### src/rtl/pipe_reg_ctrl_if.sv
// Control bundle between pipe_reg_ctrl and the PC / pipeline register instances.
// master = the sequencer side, slave = hazard unit, memory stage and pipeline registers.
interface pipe_reg_ctrl_if;
  logic        mem_req;
  logic        hazard;
  logic        branch_taken;
  logic        pc_ld;
  logic        ifid_ld;
  logic        ifid_clr;
  logic        idex_ld;
  logic        idex_clr;
  logic        exmem_ld;
  logic        memwb_ld;
  logic        mem_busy;
  logic [15:0] stall_cnt;
  logic [15:0] flush_cnt;

  modport master (
    input  mem_req, hazard, branch_taken,
    output pc_ld, ifid_ld, ifid_clr, idex_ld, idex_clr, exmem_ld, memwb_ld,
           mem_busy, stall_cnt, flush_cnt
  );

  modport slave (
    output mem_req, hazard, branch_taken,
    input  pc_ld, ifid_ld, ifid_clr, idex_ld, idex_clr, exmem_ld, memwb_ld,
           mem_busy, stall_cnt, flush_cnt
  );
endinterface

### src/rtl/pipe_reg_ctrl.sv
// Prioritised ld/clr sequencer for the PC and the four pipeline registers (reset > mem freeze > flush > bubble).
// Optional feature: define PIPE_CTRL_PERF_EN to build the saturating stall/flush performance counters.
module pipe_reg_ctrl #(
  parameter int WAIT_CYCLES = 3,
  parameter int CNT_W       = 4
) (
  input  logic              clk,
  input  logic              rst,
  pipe_reg_ctrl_if.master   bus
);

  typedef enum logic [1:0] {RUN, MEM_WAIT, MEM_DONE} state_t;
  typedef enum logic [2:0] {W_RESET, W_FREEZE, W_FLUSH, W_BUBBLE, W_NORMAL} word_t;

  localparam bit             MEM_STALL_EN = (WAIT_CYCLES > 0);
  localparam bit             ONE_WAIT     = (WAIT_CYCLES == 1);
  localparam logic [CNT_W-1:0] LOAD_VAL   = (WAIT_CYCLES >= 2) ? CNT_W'(WAIT_CYCLES - 2) : '0;

  state_t           state;
  logic [CNT_W-1:0] cnt;
  word_t            word;

  // Select which control word applies this cycle, highest priority first.
  always_comb begin
    word = W_NORMAL;
    if (rst)
      word = W_RESET;
    else if ((state == MEM_WAIT) || (state == RUN && bus.mem_req && MEM_STALL_EN))
      word = W_FREEZE;
    else if (bus.branch_taken)
      word = W_FLUSH;
    else if (bus.hazard)
      word = W_BUBBLE;
  end

  always_comb begin
    bus.pc_ld    = 1'b1;
    bus.ifid_ld  = 1'b1;
    bus.ifid_clr = 1'b0;
    bus.idex_ld  = 1'b1;
    bus.idex_clr = 1'b0;
    bus.exmem_ld = 1'b1;
    bus.memwb_ld = 1'b1;
    bus.mem_busy = 1'b0;
    case (word)
      W_RESET: begin
        bus.pc_ld    = 1'b0;
        bus.ifid_ld  = 1'b0;
        bus.ifid_clr = 1'b1;
        bus.idex_ld  = 1'b0;
        bus.idex_clr = 1'b1;
        bus.exmem_ld = 1'b0;
        bus.memwb_ld = 1'b0;
      end
      W_FREEZE: begin
        bus.pc_ld    = 1'b0;
        bus.ifid_ld  = 1'b0;
        bus.idex_ld  = 1'b0;
        bus.exmem_ld = 1'b0;
        bus.memwb_ld = 1'b0;
        bus.mem_busy = 1'b1;
      end
      W_FLUSH: begin
        bus.ifid_clr = 1'b1;
        bus.idex_clr = 1'b1;
      end
      W_BUBBLE: begin
        bus.pc_ld    = 1'b0;
        bus.ifid_ld  = 1'b0;
        bus.idex_clr = 1'b1;
      end
      default: ;
    endcase
  end

  // MEM_DONE deliberately ignores mem_req: that request is the access just served.
  always_ff @(posedge clk) begin
    if (rst) begin
      state <= RUN;
      cnt   <= '0;
    end else begin
      case (state)
        RUN: begin
          if (bus.mem_req && MEM_STALL_EN) begin
            if (ONE_WAIT) begin
              state <= MEM_DONE;
            end else begin
              state <= MEM_WAIT;
              cnt   <= LOAD_VAL;
            end
          end
        end
        MEM_WAIT: begin
          if (cnt == '0)
            state <= MEM_DONE;
          else
            cnt <= cnt - CNT_W'(1);
        end
        MEM_DONE: state <= RUN;
        default:  state <= RUN;
      endcase
    end
  end

`ifdef PIPE_CTRL_PERF_EN
  logic [15:0] stall_q;
  logic [15:0] flush_q;

  always_ff @(posedge clk) begin
    if (rst) begin
      stall_q <= '0;
      flush_q <= '0;
    end else begin
      if ((word == W_FREEZE || word == W_BUBBLE) && stall_q != 16'hFFFF)
        stall_q <= stall_q + 16'd1;
      if (word == W_FLUSH && flush_q != 16'hFFFF)
        flush_q <= flush_q + 16'd1;
    end
  end

  assign bus.stall_cnt = stall_q;
  assign bus.flush_cnt = flush_q;
`else
  assign bus.stall_cnt = 16'd0;
  assign bus.flush_cnt = 16'd0;
`endif

endmodule

### src/flat_wrapper.sv
// flat-port wrapper written by rule: the top's interface ports become plain ports
module pipe_reg_ctrl_flat 
#(
  parameter int WAIT_CYCLES = 3,
  parameter int CNT_W       = 4
)
  (clk, rst, bus_mem_req, bus_hazard, bus_branch_taken, bus_pc_ld, bus_ifid_ld, bus_ifid_clr, bus_idex_ld, bus_idex_clr, bus_exmem_ld, bus_memwb_ld, bus_mem_busy, bus_stall_cnt, bus_flush_cnt);
  pipe_reg_ctrl_if bus_i ();
  input  logic clk;
  input  logic rst;
  input wire logic [$bits(bus_i.mem_req)-1:0] bus_mem_req;
  input wire logic [$bits(bus_i.hazard)-1:0] bus_hazard;
  input wire logic [$bits(bus_i.branch_taken)-1:0] bus_branch_taken;
  output wire logic [$bits(bus_i.pc_ld)-1:0] bus_pc_ld;
  output wire logic [$bits(bus_i.ifid_ld)-1:0] bus_ifid_ld;
  output wire logic [$bits(bus_i.ifid_clr)-1:0] bus_ifid_clr;
  output wire logic [$bits(bus_i.idex_ld)-1:0] bus_idex_ld;
  output wire logic [$bits(bus_i.idex_clr)-1:0] bus_idex_clr;
  output wire logic [$bits(bus_i.exmem_ld)-1:0] bus_exmem_ld;
  output wire logic [$bits(bus_i.memwb_ld)-1:0] bus_memwb_ld;
  output wire logic [$bits(bus_i.mem_busy)-1:0] bus_mem_busy;
  output wire logic [$bits(bus_i.stall_cnt)-1:0] bus_stall_cnt;
  output wire logic [$bits(bus_i.flush_cnt)-1:0] bus_flush_cnt;
  assign bus_i.mem_req = bus_mem_req;
  assign bus_i.hazard = bus_hazard;
  assign bus_i.branch_taken = bus_branch_taken;
  assign bus_pc_ld = bus_i.pc_ld;
  assign bus_ifid_ld = bus_i.ifid_ld;
  assign bus_ifid_clr = bus_i.ifid_clr;
  assign bus_idex_ld = bus_i.idex_ld;
  assign bus_idex_clr = bus_i.idex_clr;
  assign bus_exmem_ld = bus_i.exmem_ld;
  assign bus_memwb_ld = bus_i.memwb_ld;
  assign bus_mem_busy = bus_i.mem_busy;
  assign bus_stall_cnt = bus_i.stall_cnt;
  assign bus_flush_cnt = bus_i.flush_cnt;
  pipe_reg_ctrl #(.WAIT_CYCLES(WAIT_CYCLES), .CNT_W(CNT_W)) u_core (.clk(clk), .rst(rst), .bus(bus_i));
endmodule
### config.mk
export PLATFORM = sky130hd
export DESIGN_NAME = pipe_reg_ctrl_flat
export DESIGN_NICKNAME = d
export VERILOG_FILES = /design/src/rtl/pipe_reg_ctrl_if.sv /design/src/rtl/pipe_reg_ctrl.sv /design/src/flat_wrapper.sv
export SDC_FILE = /design/constraint.sdc
export NUM_CORES = 1
export LEC_CHECK = 0
export CAP_MARGIN = 20
export CORE_UTILIZATION = 34
export DETAILED_ROUTE_END_ITERATION = 8
export PLACE_DENSITY_LB_ADDON = 0.2
export SYNTH_ARGS = -nofsm -noshare
export SYNTH_HDL_FRONTEND = slang
export SYNTH_SLANG_ARGS = --single-unit
### constraint.sdc
create_clock -name clk -period 1.8 [get_ports clk]
set_input_delay 0.36 -clock clk [delete_from_list [all_inputs] [get_ports clk]]
set_output_delay 0.36 -clock clk [all_outputs]
set_load 0.02 [all_outputs]
Word-level counts from Yosys, hierarchy flattened
Index checks and enable logic that the tools add are counted.
{ "op_classes": {"addsub": 1, "n_eq_ne": 7, "reduce_logical": 12, "mux": 15} }
{ "op_table": {"columns": ["op", "n"], "rows": [
  ["2-to-1 mux 3 bit", 4],
  ["2-to-1 mux 4 bit", 2],
  ["case mux 4 bit (2 select lines)", 1],
  ["== test 3 x 2 -> 1 bit (second input constant)", 2],
  ["!= test 2 bit (second input constant)", 3],
  ["OR reduction 3 bit", 2],
  ["2-to-1 mux 1 bit", 5],
  ["logical NOT 4 bit", 1],
  ["2-to-1 mux 2 bit", 2],
  ["case mux 2 bit (2 select lines)", 1],
  ["OR reduction 2 bit", 2],
  ["subtractor 4 x 1 -> 4 bit (second input constant)", 1],
  ["== test 3 x 1 -> 1 bit (second input constant)", 1],
  ["logical NOT 3 bit", 1],
  ["AND reduction 3 bit", 1],
  ["== test 2 x 1 -> 1 bit (second input constant)", 1],
  ["logical NOT 2 bit", 1],
  ["AND reduction 2 bit", 1],
  ["nonzero test 2 bit", 1],
  ["logical AND 1 bit", 1],
  ["logical OR 1 bit", 1]
]} }
{ "word_totals": {"output_inout_bits": 40, "input_bits": 5, "wordCells": 37, "regBits": 6} }

Depth between registers and ports, before layout
Gate-level depths: netlist (run 1).
{ "logic_depth": {"depth_word": 8, "depth_mapped": 5, "ltp_nobuf": 5} }

Worst setup path after synthesis (run 1)
Ideal clock, no wire load.
{ "synth_path": {"path_type": "register -> output", "start": "register u_core.state[0]", "end": "output bus_pc_ld", "setup_slack_ps": -298, "t_required_ps": 1440, "path_stages_with_launch": 5, "arrival_ps": 1738, "path_buffers": 1, "cell_sequence": "dfxtp_1 -> o21bai_4 -> nor2b_1 -> a21boi_1 -> buf_4"} }
{ "synth_via": {"elab_chain_len": 8, "word_cells_on_any_way": 11, "classes_between": "3 x eq/ne; 3 x mux; 5 x reduce/logical"} }
{ "synth_lines": {"columns": ["element", "line", "rtl"], "rows": [
  ["from (decl)", "pipe_reg_ctrl.sv:19", "state_t state;"],
  ["from (signal assigned)", "pipe_reg_ctrl.sv:79", "state <= RUN;"],
  ["from (signal assigned)", "pipe_reg_ctrl.sv:86", "state <= MEM_DONE;"],
  ["from (signal assigned)", "pipe_reg_ctrl.sv:88", "state <= MEM_WAIT;"],
  ["logical NOT 2 bit", "pipe_reg_ctrl.sv:28", "else if ((state == MEM_WAIT) || (state == RUN && bus.mem_req && MEM_STALL_EN))"],
  ["logical AND 1 bit", "pipe_reg_ctrl.sv:28", null],
  ["logical OR 1 bit *", "pipe_reg_ctrl.sv:28", null],
  ["2-to-1 mux 3 bit *", "pipe_reg_ctrl.sv:28", null],
  ["2-to-1 mux 3 bit *", "pipe_reg_ctrl.sv:26", "if (rst)"],
  ["== test 3 x 2 -> 1 bit, or another cell as far along", null, null],
  ["OR reduction 3 bit (no line) *", null, null],
  ["2-to-1 mux 1 bit *", null, null],
  ["to (decl)", "flat_wrapper.sv:14", "output wire logic [$bits(bus_i.pc_ld)-1:0] bus_pc_ld;"]
]} }
Mark *: on every way between the ends. The rest lies on a longest branch, timed or not.

Worst setup path after layout (run 1)
{ "layout_path": {"start": "register u_core.cnt[0]", "end": "register u_core.cnt[3]"} }
{ "layout_via": {"elab_chain_len": 3, "word_cells_on_any_way": 6, "classes_between": "1 x add/sub; 1 x eq/ne; 2 x mux; 2 x reduce/logical"} }
{ "layout_lines": {"columns": ["element", "line", "rtl"], "rows": [
  ["from (decl)", "pipe_reg_ctrl.sv:20", "logic [CNT_W-1:0] cnt;"],
  ["from (signal assigned)", "pipe_reg_ctrl.sv:97", "cnt <= cnt - CNT_W'(1);"],
  ["subtractor 4 x 1 -> 4 bit or logical NOT 4 bit (tied branches)", "pipe_reg_ctrl.sv:97, pipe_reg_ctrl.sv:94", null],
  ["2-to-1 mux 4 bit or != test 2 bit (tied branches)", null, null],
  ["case mux 4 bit (2 select lines) or AND reduction 3 bit (tied branches)", null, null]
]} }
Parallel ways exist; a longest one is shown, timed or not. The select of a mux whose other input is x is not followed.
A chain may end at the register's enable or synchronous reset.

==> results by group, run 1 <==
Global route
  – Pin count of the biggest net entering global routing: 9
  – GRT Util Overall: about 11%
  – GR Overflow Total: 0
  – First-pass GRT wire length: 1.53 mm
  – Vias in the first global route: 365
  – Initial antenna violation count: 0

Synth
  – Synthesized-area fraction occupied by adder cells: under 10%
  – Top_reg_cell synth: dfxtp_1
  – Post-synth EDFFs: 0
  – Synth unique cells: 27
  – Synth Area in Simple Gates: 19.2%
  – Ys Warns: 0
  – Sequential share of the synthesized area: 19.4%
  – Area contributors post-synth: buf_4 42%, dfxtp_1 19%, o21bai_4 3.0%
  – Post-Synth XOR/XNOR Area: 0%
  – Post-synthesis mux area share: 0%
  – Synthesized area per cell: 8.37 um2
  – Synthesized area: 619 um2
  – Synth area leader: buf_4
  – Area share of the largest cell type after synthesis: 42.4%
  – Largest family of logic cells by synthesized area: buffers and inverters
  – Synthesized flop and latch total: 6
  – Cell count after synthesis: 74
  – Compound-Gate Fraction of Synth Area: 13.9%
  – Async SR Flop Fraction: 0%

Clock network
  – Clock slew at reported path FFs: 0.05 ns
  – Clock Path Buffers: 2
  – CTS tree: yes
  – Clk_lat worst skew: 0.25 ns
  – CTS Buf Count: 3
  – CTS Sinks: 6
  – Clk root buf: clkbuf_4
  – Post-CTS setup repair buffer count: 0
  – H-tree depth: 1

Floorplanning
  – Die height: 44.7 um
  – Num rows: 15
  – Boundary Pins: 45
  – Die extent in x: 44.7 um
  – Initial Util: around 36%
  – Core Area: 0.00171 mm2
  – Die Area: around 0.002 mm2

Routing
  – DRT iter0 DRCs: 2
  – Post-DRT Antenna Nets: 0
  – Pre-antenna DRT Iters: 2
  – Drt via density: 3.88
  – Routed WL per cell: approximately 8 um
  – Routed wire length: 930 um
  – Drt drc: 0
  – Via count: 450

STA
  – Final hold vios: 0
  – Tcrit/Tclk final: 92.1%
  – Pins Over Slew Limit: 0
  – Max Clock Freq: slightly above 600 MHz
  – WHS: 0.484 ns
  – Setup TNS: 0 ns
  – Post-layout min period: ~1.7 ns
  – Final setup vio count: 0
  – Worst Skew: 0.00288 ns
  – Unrepaired setup endpoints after global routing: no

Worst setup path
  – Crit path depth: 5
  – Worst r2r dst: u_core.cnt[3]$_SDFFE_PP0P_
  – Crit path max fanout: 4
  – Worst R2R Path Depth: 5
  – Crit. End Element: flop
  – Crit path launch: u_core.cnt[0]$_SDFFE_PP0P_
  – Buf/Inv on CP: 1
  – R2r startpoint: u_core.cnt[0]$_SDFFE_PP0P_
  – CP endpoint: u_core.cnt[3]$_SDFFE_PP0P_
  – Cells along the critical path: inv_1, ha_1, and4bb_1, or4_4, a221oi_2
  – Crit path launch type: flop
  – Max incr delay on CP: 0.49 ns
  – Kind of cell adding the most delay to the critical path: simple AND/OR/NAND/NOR gates
  – Crit-path slowest cell: or4_4
  – Flop2flop setup slack: roughly 0.14 ns
  – Critical Path RT: 1.97 ns
  – Data arrival time of the critical path: 1.82 ns
  – Kind of critical path: flop to flop

Finish
  – N_diodes: 0
  – Register Area: ~120 um2
  – Multi-input gate area: around 350 um2
  – Area Overhead vs Synth: 14.5%
  – Layout cells sized above 1: 26.4%
  – Layout net count: 99
  – Most common cell after layout, fill and taps aside: conb_1
  – Fillers: 174
  – Util after Layout: 41.5%
  – Most frequent cells in the layout: 32 x conb_1, 6 x clkdlybuf4s15_2, 6 x buf_4, 6 x dfxtp_1

Run
  – Max-cap viol count: 0

Min path
  – Worst hold path type: flop to flop
  – Hold Path Stages: 2

Placed design
  – Placer congestion estimate: 0.703
  – HPWL after DPL: 724 um
  – Count of input and output buffers: 12

Power and ir drop
  – Pwr per Cell Area: 746 mW/mm2
  – VDD IR max: 294 uV
  – LEAKAGE: roughly 0.35 nW

Status
  – Outcome: complete, no violations
-- logic make-up (layout without fill, tap and decap cells) --
logic type                 Yosys count  in the layout
AOI/OAI and AO/OA                   11             11
and+or+nand+nor                     16             16
other                                1             32
DFF                                  6              6
buffers and inverters               39             25
adders and majority gates            1              1
-- flip-flops by register name, summed over array words and instances (netlist names) --
name          flops
u_core.cnt        4
u_core.state      2
-- worst register-to-register path, stage by stage, from the launching register on --
cell and delay, ns:
dfxtp_1 0.32, inv_1 0.06, ha_1 0.23, and4bb_1 0.25, or4_4 0.49, a221oi_2 0.23
-- what timing repair did --
action | CTS | global route
endpoints found under the setup margin | 9 | 2
pin swaps | 0 | 0
resized for setup | 27 | 2
hold buffers | 0 | 0
-- report_power, final --
part	internal, mW	total, mW	switching [mW]
clock network	0.0757	0.128	0.0524
logic	0.0988	0.243	0.144
registers	0.148	0.158	0.0106
-- synthesized netlist by cell type, drive strengths merged, types with 2 or more instances --
| cell | count |
|---|---|
| nor3 | 2 |
| o21ai | 4 |
| buf | 35 |
| nor2 | 2 |
| inv | 3 |
| nor2b | 2 |
| and4bb | 2 |
| dfxtp | 6 |
| a21oi | 2 |
-- per-layer routing --
metal	routed length [um]	track usage (%)	vias up
li1	-	-	215
met5	0	0	-
met2	409	17.4	35
met3	129	6.12	4
met4	30	9.09	0
met1	359	11.5	196
-- metrics by stage --
step / area, um2 / worst slack, ns / power [mW] / cells
2_1_floorplan: 747 / 0.0806 / 0.391 / 105
3_3_place_gp: 684 / -0.463 / 0.412 / 113
3_5_place_dp: 684 / -0.452 / 0.411 / 113
4_1_cts: 703 / 0.00770 / 0.537 / 116
5_1_grt: 709 / 0.0570 / 0.570 / 116
6_report: 709 / 0.142 / 0.529 / 116
-- worst min path at each step --
stage | end | start | slack [ns]
after floorplan | u_core.cnt[3]$_SDFFE_PP0P_ | bus_mem_req | 0.45
after global placement | u_core.cnt[1]$_SDFFE_PP0P_ | u_core.cnt[1]$_SDFFE_PP0P_ | 0.48
after detailed placement | u_core.cnt[1]$_SDFFE_PP0P_ | u_core.cnt[1]$_SDFFE_PP0P_ | 0.48
after CTS | u_core.cnt[1]$_SDFFE_PP0P_ | u_core.cnt[1]$_SDFFE_PP0P_ | 0.49
after global routing | u_core.cnt[1]$_SDFFE_PP0P_ | u_core.cnt[1]$_SDFFE_PP0P_ | 0.51
final | u_core.cnt[1]$_SDFFE_PP0P_ | u_core.cnt[1]$_SDFFE_PP0P_ | 0.48
-- final cells by class --
type / instances / share of cell area [%]
multi-input combinational: 60 / 49.2
timing repair buffer: 19 / 24.7
sequential: 6 / 16.9
tap: 25 / 4.41
clock buffer: 3 / 3.17
inverter: 3 / 1.59
Power figures use the tool's default switching activity.
==> run 2, diff against run 1 <==
PLACE_DENSITY = 0.8   (was not set)
PLACE_DENSITY_LB_ADDON = not set   (was 0.2)
==> results by group, run 2 (synthesized netlist as in run 1, its figures left out) <==
Global route
  – Initial antenna violation count: 0
  – Pin count of the biggest net entering global routing: 8
  – GR Overflow Total: 0
  – GRT Util Overall: 10.9%
  – Vias in the first global route: slightly below 400
  – First-pass GRT wire length: 1.59 mm

Worst setup path
  – Critical Path RT: 1.44 ns
  – Flop2flop setup slack: approximately 0.1 ns
  – CP endpoint: bus_idex_clr
  – Data arrival time of the critical path: between 1 and 1.5 ns
  – Worst r2r dst: u_core.cnt[3]$_SDFFE_PP0P_
  – Crit path launch: bus_mem_req
  – Kind of critical path: input pin to primary output
  – Crit path launch type: input pin
  – Crit. End Element: primary output
  – R2r startpoint: u_core.cnt[0]$_SDFFE_PP0P_
  – Worst R2R Path Depth: 5
  – Crit path max fanout: 4

Placed design
  – Placed Area: 684 um2
  – Placed Instances: 113
  – Placer congestion estimate: 0.777
  – Count of input and output buffers: 12

Finish
  – Most flop-heavy register: u_core.cnt
  – Area Overhead vs Synth: 11.9%
  – Layout net count: 99
  – Largest register FFs: 4
  – Final Cell Area: 693 um2
  – Most frequent cells in the layout: 32 x conb_1, 8 x dlygate4sd2_1, 7 x buf_4
  – N_diodes: 0
  – Regs by FF count: u_core.cnt: 4 flops, u_core.state: 2 flops
  – Layout cells sized above 1: 19.8%
  – Most common cell after layout, fill and taps aside: conb_1
  – Post-route insts no fill: 116

Power and ir drop
  – Net Sw Frac: between 30% and 40%
  – Internal power: 0.317 mW
  – Pwr per Cell Area: about 750 mW/mm2
  – Comb pwr share: 46.1%
  – Net Sw Power: 0.203 mW
  – Clk network pwr share: 23.2%
  – VDD IR max: 413 uV
  – LEAKAGE: 0.349 nW
  – Reg power frac: a little under a third

Clock network
  – Clock slew at reported path FFs: 0.04 ns
  – CTS Buf Count: 3
  – H-tree depth: 1
  – Clock Path Buffers: 2
  – CTS Sinks: 6
  – Clk_lat worst skew: around 0.24 ns
  – Clk root buf: clkbuf_4
  – CTS tree: yes
  – Post-CTS setup repair buffer count: 0

Floorplanning
  – Boundary Pins: 45
  – Initial Util: 36.3%
  – Die Area: 0.00200 mm2
  – Core Area: 0.00171 mm2
  – Die extent in x: 44.7 um
  – Die height: 44.7 um
  – Num rows: 15

STA
  – Unrepaired setup endpoints after global routing: no
  – Post-layout min period: 1.71 ns
  – Max Clock Freq: 583 MHz
  – Final hold vios: 0
  – Tcrit/Tclk final: 95.3%
  – Final setup vio count: 0
  – Pins Over Slew Limit: 0
  – Worst Skew: about 0.00018 ns

Routing
  – Post-DRT Antenna Nets: 0
  – Pre-antenna DRT Iters: 4
  – Drt via density: 3.87
  – Routed WL per cell: 8.44 um
  – Routed wire length: 979 um
  – DRT iter0 DRCs: 6
  – Via count: 449
  – Drt drc: 0

Run
  – Max-cap viol count: 0

Min path
  – Worst hold path type: flop to flop

Status
  – Outcome: complete, no violations
run 2: changes by cell type in the layout (fill, tap and decap cells not counted), sizes merged:
cell,change
dlymetal6s2s,-1
clkdlybuf4s15,-5
dlygate4sd2,+7
buf,-1
run 2: how the worst min path moves through the flow:
| stage | from | endpoint | cells past startpoint |
|---|---|---|---|
| floorplan | bus_mem_req | u_core.cnt[3]$_SDFFE_PP0P_ | 1 |
| global placement | u_core.cnt[1]$_SDFFE_PP0P_ | u_core.cnt[1]$_SDFFE_PP0P_ | 2 |
| detailed placement | u_core.cnt[1]$_SDFFE_PP0P_ | u_core.cnt[1]$_SDFFE_PP0P_ | 2 |
| CTS | u_core.cnt[1]$_SDFFE_PP0P_ | u_core.cnt[1]$_SDFFE_PP0P_ | 2 |
| global route | u_core.cnt[1]$_SDFFE_PP0P_ | u_core.cnt[1]$_SDFFE_PP0P_ | 2 |
| finish | u_core.cnt[1]$_SDFFE_PP0P_ | u_core.cnt[1]$_SDFFE_PP0P_ | 2 |
run 2: power groups by stage:
| stage | clock network (mW) | registers (mW) | logic [mW] |
|---|---|---|---|
| final | 0.121 | 0.159 | 0.240 |
| after global routing | 0.139 | 0.160 | 0.261 |
| after CTS | 0.127 | 0.159 | 0.241 |
| after detailed placement | 0 | 0.161 | 0.254 |
| after global placement | 0 | 0.160 | 0.247 |
| after floorplan | 0 | 0.161 | 0.230 |
run 2: worst max-delay path, cell delays in order:
cell and delay [ns]:
dlygate4sd2_1 0.27, o21bai_4 0.12, buf_4 0.14, o21ai_0 0.07
nand2b_1 0.06, dlygate4sd2_1 0.33
run 2: metal layers:
| metal | routed length [um] | global-route usage [%] |
|---|---|---|
| met1 | 418 | 12.3 |
| met3 | 85 | 4.08 |
| met5 | 0 | 0 |
| met4 | 0 | 5.45 |
| met2 | 476 | 17.9 |
run 2: what timing repair did:
item                       4_1_cts  5_1_grt
hold buffers                     0        0
setup endpoints to repair        9        0
gates resized for setup         15        0
run 2: layout make-up:
cell class / instances / area (um2)
clock buffer: 3 / 22.5
fill: 170 / 1010
inverter: 3 / 11.3
multi-input combinational: 60 / 349
sequential: 6 / 120
tap: 25 / 31.3
timing repair buffer: 19 / 159
run 2: through the flow:
stage	worst slack (ns)	hold WS, ns	power, mW	TNS (ns)	util [%]
2_1_floorplan	0.0806	0.448	0.391	0	-
3_3_place_gp	-0.449	0.478	0.406	-3.35	40.1
4_1_cts	0.0734	0.489	0.527	0	40.6
3_5_place_dp	-0.483	0.482	0.415	-3.54	40.1
5_1_grt	0.00773	0.527	0.560	0	40.6
6_report	0.0852	0.493	0.519	0	40.6
==> run 3, diff against run 2 <==
CTS_BUF_LIST = sky130_fd_sc_hd__clkbuf_4 sky130_fd_sc_hd__clkbuf_8 sky130_fd_sc_hd__clkbuf_16   (was not set)
GPL_ROUTABILITY_DRIVEN = 0   (was not set)
==> results of run 3 <==
The final DEF is identical to that of run 2; final timing and power are the same.
